`config.mk`:
```
export PLATFORM = sky130hd
export DESIGN_NAME = synth_param_bank
export DESIGN_NICKNAME = d
export VERILOG_FILES = /design/src/rtl/synth_param_bank.sv
export SDC_FILE = /design/constraint.sdc
export NUM_CORES = 1
export LEC_CHECK = 0
export ABC_AREA = 1
export CORE_MARGIN = 2
export CORE_UTILIZATION = 35
export DETAILED_ROUTE_END_ITERATION = 8
export PLACE_DENSITY = 0.63
export SYNTH_ARGS = -nofsm -noshare
export SYNTH_HDL_FRONTEND = slang
export SYNTH_SLANG_ARGS = --single-unit
```
`constraint.sdc`:
```
create_clock -name clk -period 2.3 [get_ports clk]
set_input_delay 0.345 -clock clk [delete_from_list [all_inputs] [get_ports clk]]
set_output_delay 0.345 -clock clk [all_outputs]
set_load 0.02 [all_outputs]
```
`src/rtl/synth_param_bank.sv`:
```
// synth_param_bank -- saturating parameter register bank for the synth front end.
//
// Holds NUM_PARAMS values of WIDTH bits. The selected value is stepped up or
// down by STEP on rising edges of inc/dec (saturating at 0 and 2^WIDTH-1),
// or written directly with load/load_value. Load takes priority over a step.
//
// Optional build macro: PARAM_AUTOREPEAT_EN
//   defined   -> a held inc/dec repeats after REPEAT_DELAY cycles, then every
//                REPEAT_RATE cycles (IDLE/HOLD/REPEAT FSM with counter).
//   undefined -> edge steps only; a held key produces a single step.
//
// Ports:
//   clk         clock
//   reset       synchronous, active-low reset
//   sel         index of the parameter to adjust
//   inc, dec    increment / decrement request levels
//   load        single-cycle direct-write strobe
//   load_value  value written on load
//   params_out  all parameters packed, param i at [i*WIDTH +: WIDTH]
//   sel_value   registered copy of param[sel] (0 when sel is out of range)
//   changed     one-cycle pulse: a parameter value changed
//   sat         one-cycle pulse: a requested step was clamped
module synth_param_bank #(
   parameter int NUM_PARAMS = 6,
   parameter int WIDTH = 8,
   parameter int STEP = 8,
   parameter logic [NUM_PARAMS*WIDTH-1:0] DEFAULTS = '1,
   parameter int REPEAT_DELAY = 25000000,
   parameter int REPEAT_RATE = 5000000,
   localparam int SEL_W = (NUM_PARAMS > 1) ? $clog2(NUM_PARAMS) : 1
) (
   input  logic                        clk,
   input  logic                        reset,
   input  logic [SEL_W-1:0]            sel,
   input  logic                        inc,
   input  logic                        dec,
   input  logic                        load,
   input  logic [WIDTH-1:0]            load_value,
   output logic [NUM_PARAMS*WIDTH-1:0] params_out,
   output logic [WIDTH-1:0]            sel_value,
   output logic                        changed,
   output logic                        sat
);

   if (STEP < 1 || REPEAT_DELAY < 2 || REPEAT_RATE < 2) begin : g_param_check
      $error("synth_param_bank: STEP must be >= 1, REPEAT_DELAY/REPEAT_RATE >= 2");
   end

   localparam logic [WIDTH:0]   STEP_X = (WIDTH+1)'(STEP);
   localparam logic [WIDTH-1:0] STEP_N = WIDTH'(STEP);
   localparam logic [WIDTH-1:0] MAXV   = '1;

   logic [WIDTH-1:0] p_q [NUM_PARAMS];
   logic             inc_q, dec_q;
   logic [WIDTH-1:0] cur, def_sel, nxt;
   logic [WIDTH:0]   sum;
   logic             sel_valid, both, req_ok, inc_edge, dec_edge;
   logic             rep_up, rep_dn, step_up, step_dn;
   logic             wr, chg_n, sat_n;

   assign sel_valid = ({1'b0, sel} < (SEL_W+1)'(NUM_PARAMS));
   assign both      = inc & dec;
   assign req_ok    = sel_valid & ~load & ~both;
   assign inc_edge  = inc & ~inc_q;
   assign dec_edge  = dec & ~dec_q;
   assign step_up   = req_ok & (inc_edge | rep_up);
   assign step_dn   = req_ok & (dec_edge | rep_dn);

   // Mux out the selected value and its default; out-of-range sel reads 0.
   always_comb begin
      cur     = '0;
      def_sel = '0;
      for (int unsigned i = 0; i < NUM_PARAMS; i++) begin
         if (sel == SEL_W'(i)) begin
            cur     = p_q[i];
            def_sel = DEFAULTS[i*WIDTH +: WIDTH];
         end
      end
   end

   always_comb begin
      params_out = '0;
      for (int unsigned i = 0; i < NUM_PARAMS; i++)
         params_out[i*WIDTH +: WIDTH] = p_q[i];
   end

   // Next value for param[sel]; the carry out of the WIDTH+1 bit sum marks clamping.
   always_comb begin
      sum   = {1'b0, cur} + STEP_X;
      nxt   = cur;
      wr    = 1'b0;
      chg_n = 1'b0;
      sat_n = 1'b0;
      if (sel_valid && load) begin
         nxt   = load_value;
         wr    = 1'b1;
         chg_n = (load_value != cur);
      end else if (step_up) begin
         nxt   = sum[WIDTH] ? MAXV : sum[WIDTH-1:0];
         sat_n = sum[WIDTH];
         wr    = 1'b1;
         chg_n = (nxt != cur);
      end else if (step_dn) begin
         nxt   = (cur < STEP_N) ? '0 : cur - STEP_N;
         sat_n = (cur < STEP_N);
         wr    = 1'b1;
         chg_n = (nxt != cur);
      end
   end

   always_ff @(posedge clk) begin
      if (!reset) begin
         for (int unsigned i = 0; i < NUM_PARAMS; i++)
            p_q[i] <= DEFAULTS[i*WIDTH +: WIDTH];
         // Held keys must be released and re-pressed after reset.
         inc_q     <= 1'b1;
         dec_q     <= 1'b1;
         changed   <= 1'b0;
         sat       <= 1'b0;
         sel_value <= def_sel;
      end else begin
         inc_q     <= inc;
         dec_q     <= dec;
         changed   <= chg_n;
         sat       <= sat_n;
         sel_value <= cur;
         for (int unsigned i = 0; i < NUM_PARAMS; i++)
            if (wr && sel == SEL_W'(i))
               p_q[i] <= nxt;
      end
   end

`ifdef PARAM_AUTOREPEAT_EN
   localparam int CNT_MAX = (REPEAT_DELAY > REPEAT_RATE) ? REPEAT_DELAY : REPEAT_RATE;
   localparam int CNT_W   = (CNT_MAX > 2) ? $clog2(CNT_MAX) : 1;

   typedef enum logic [1:0] {IDLE, HOLD, REPEAT} state_t;

   state_t           state;
   logic [CNT_W-1:0] cnt;
   logic             dir_up;
   logic [SEL_W-1:0] sel_q;
   logic             abort, rep_fire, edge_fire;

   assign abort = ~sel_valid | both | load | (sel != sel_q) |
                  (dir_up ? ~inc : ~dec);
   assign rep_fire = ~abort &
                     (((state == HOLD)   && (cnt == CNT_W'(REPEAT_DELAY-1))) ||
                      ((state == REPEAT) && (cnt == CNT_W'(REPEAT_RATE-1))));
   assign rep_up    = rep_fire & dir_up;
   assign rep_dn    = rep_fire & ~dir_up;
   assign edge_fire = req_ok & (inc_edge | dec_edge);

   // A fresh edge wins over abort: releasing one key while pressing the other
   // restarts the hold in the new direction.
   always_ff @(posedge clk) begin
      if (!reset) begin
         state  <= IDLE;
         cnt    <= '0;
         dir_up <= 1'b1;
         sel_q  <= sel;
      end else begin
         sel_q <= sel;
         if (edge_fire) begin
            state  <= HOLD;
            cnt    <= '0;
            dir_up <= inc_edge;
         end else if (state != IDLE && abort) begin
            state <= IDLE;
            cnt   <= '0;
         end else begin
            case (state)
               HOLD:
                  if (cnt == CNT_W'(REPEAT_DELAY-1)) begin
                     cnt   <= '0;
                     state <= REPEAT;
                  end else begin
                     cnt <= cnt + 1'b1;
                  end
               REPEAT:
                  if (cnt == CNT_W'(REPEAT_RATE-1))
                     cnt <= '0;
                  else
                     cnt <= cnt + 1'b1;
               default: cnt <= '0;
            endcase
         end
      end
   end
`else
   assign rep_up = 1'b0;
   assign rep_dn = 1'b0;
`endif

endmodule

```
==> out/results.txt <==
Global routing usage on met2 - 36.2%
Max cap viols - 0
CP peak stage delay - 0.26 ns
Drt total wl - 11.1 mm
Seq/Total Area, Yosys - 50.8%
Largest fanout on the critical path - 6
Die height - 101 um
Yosys reg bits - 60
Ys async rst share - 0%
Final ANT Viol Nets - 0
Die Width - 101 um
Initial antenna violation count - 0
Clock root cell - clkbuf_8
XOR/XNOR share of the synthesized area - 0.265%
Synth top area cells - edfxtp_1 44%, nand2_1 15%, dfxtp_1 7.3%
Critical path cell sequence - dlygate4sd2_1, buf_4, nor2_4, nand2_2, inv_4, nand2_2, nand4_4, inv_2, ha_1, nand2_1, inv_2, xor2_1, nand3_1, nand3_2, o21ai_4, nand2_1
Busiest grt layer - met2
CTS clock-pin slew for the worst setup and hold paths - 0.07 ns
Drt drc - 0
First-pass GRT wire length - 17.5 mm
Largest net degree at the start of global routing - 12
Fin crit period - 2.16 ns
Slew HR - 74.4%
Leakage power - 2.22 nW
Initial DRC Count - 174
Slowest cell on the critical path - dlygate4sd2_1
Synth Area in Compound Gates - 4.76%
Worst Path Required - 2.38 ns
Worst flop-to-flop path startpoint - p_q[1][4]
Unique masters post-synth - 30
Post-synth top flop - edfxtp_1
Routed len/inst - 16.3 um
GP Congestion - 0.948
Gate Count Post-Synth - 398
Core Area - 0.00920 mm2
GRT met1 Usage - 30.8%
Outcome - finished clean
Detailed Place HPWL - 8.64 mm
Initial Util - 36.0%
Total power - 3.09 mW
Gr usage total - 22.5%
Hold depth - 3
Post-synthesis mux area share - 0%
Vias per cell - 5.01
IO Count - 74
Largest family of logic cells by synthesized area - simple AND/OR/NAND/NOR gates
Skew final - 0.0102 ns
Crit end category - flop
Port Buffers - 73
Startpoint Class - input pin
Synth Net Count - 416
Achievable Freq - 462 MHz
Final instance area - 0.00529 mm2
Hold EP - inc_q
Final Core Density - 57.6%
Setup TNS - 0 ns
Ys Warns - 0
Adder-cell share of the synthesized area - 0.756%
CTS tree - built
Latest clock arrival within the worst-skew pair - 0.34 ns
Crit path kind - input pin to flop
Antenna diodes - 0
Synthesized area - 0.00331 mm2
Commonest non-fill, non-tap cells in the layout - 122 x nand2_1, 84 x buf_4, 70 x clkdlybuf4s50_1
DIE AREA - 0.0102 mm2
Reg2reg end - p_q[3][4]
Num CTS Buffers - 9
Final setup viols - 0
Final nets - 584
Min-Delay Path Class - input pin to flop
Final Hold Viols - 0
Actual slew at the worst max-slew pin - 0.380 ns
Power density cells - 584 mW/mm2
Pins Over Slew Limit - 0
Syn avg cell area - 8.32 um2
CTS H-tree lvls - 3
Worst IR Drop VDD - 295 uV
Vias - 3416
Placed standard-cell area - 0.00483 mm2
PnR worst setup slack - 0.137 ns
Post-synth EDFFs - 48
Clock Tree Buf Depth - 2
Top cell type's share of synthesized area - 43.6%
RSZ-0062 raised after global routing - no
CTS Sinks - 60
Worst slack, placed - -0.535 ns
Crit path DAT - 2.24 ns
R2R Setup Slk - 0.25 ns
Layout cell share with drive strength beyond 1 - 29.8%
Hold_buf cts - 0
GR Util met3 - 4.42%
Min-delay src - inc
Synth area leader - edfxtp_1
Commonest non-fill, non-tap cell in the layout - nand2_1
Worst r2r path cells - 11
Vias in the first global route - 3382
GRT overflow - 0
P&R area growth vs syn - 60.0%
Synth Area in Simple Gates - 36.8%
Final clock period utilization by the worst path - 94.0%
Drt first pass iters - 5
Std-Cell Rows - 35
routing by layer:
metal / vias to the layer above / part of all wire (%)
li1: 1659 / -
met1: 1618 / 46
met2: 128 / 47
met3: 11 / 6.3
met4: 0 / 1.2
met5: - / 0
how the worst max path moves through the flow:
stage | from | to | slack (ns) | depth (start not counted)
6_report | sel[0] | p_q[5][5] | 0.14 | 16
2_1_floorplan | sel[1] | p_q[0][5] | 0.08 | 15
3_3_place_gp | sel[1] | p_q[5][5] | -0.55 | 14
4_1_cts | sel[1] | p_q[5][5] | -0.001 | 15
5_1_grt | sel[2] | p_q[1][6] | 0.02 | 14
3_5_place_dp | sel[1] | p_q[1][5] | -0.54 | 14
through the flow:
stage / hold slack [ns] / cells
after floorplan: 0.441 / 398
after global placement: 0.792 / 661
after detailed placement: 0.813 / 661
after CTS: 0.587 / 680
after global routing: 0.614 / 682
final: 0.596 / 682
area by class of cell:
| class | count | area, um2 |
|---|---|---|
| sequential | 60 | 1680 |
| inverter | 46 | 178 |
| fill | 840 | 3900 |
| clock inverter | 6 | 111 |
| tap | 111 | 139 |
| clock buffer | 10 | 128 |
| multi-input combinational | 285 | 1580 |
| timing repair buffer | 164 | 1480 |
kinds of logic (layout without fill, tap and decap cells):
kind of cell,after synthesis,count (layout)
fa+ha+maj,2,2
buf+inv,53,226
simple gates,256,256
compound gates,26,26
xor+xnor,1,1
flops,60,60
cell usage after synthesis, types with 2 or more instances:
library cell,n
nand2_2,5
nand3_2,4
o21ai_1,3
nor2_1,34
nor3_2,2
nor2_2,3
a21oi_1,4
nand4_4,3
nor3_1,4
clkbuf_1,3
ha_1,2
o21ai_2,5
inv_1,41
o21ai_0,11
nand3b_1,2
edfxtp_1,48
nand4_1,12
buf_4,3
nand2_1,135
inv_2,5
nor2_4,5
dfxtp_1,12
nand3_1,45
registers in the layout, summed over array words and instances (netlist names):
name,cells
changed,1
dec_q,1
inc_q,1
p_q,48
sat,1
sel_value,8
worst max-delay path, delay by kind of cell:
family | cells | cell delay, ns
AO/OA/AOI/OAI | 1 | 0.13
XOR/XNOR | 1 | 0.15
adder cells (fa/ha/maj) | 1 | 0.19
buffers and inverters | 5 | 0.61
AND/OR/NAND/NOR | 8 | 0.80
report_power, final:
group / leakage (nW) / switching [mW] / internal, mW
sequential: 0.442 / 0.0112 / 1.20
clock: 0.117 / 0.457 / 0.722
combinational: 1.66 / 0.396 / 0.306
repair_timing:
item,CTS,global route
endpoints found under the setup margin,49,49
endpoints found under the hold margin,0,0
pin swaps,14,21
gates resized for setup,37,16
buffers inserted,3,2
cloned,0,0
Note: power is estimated with default switching activity, not from simulation.
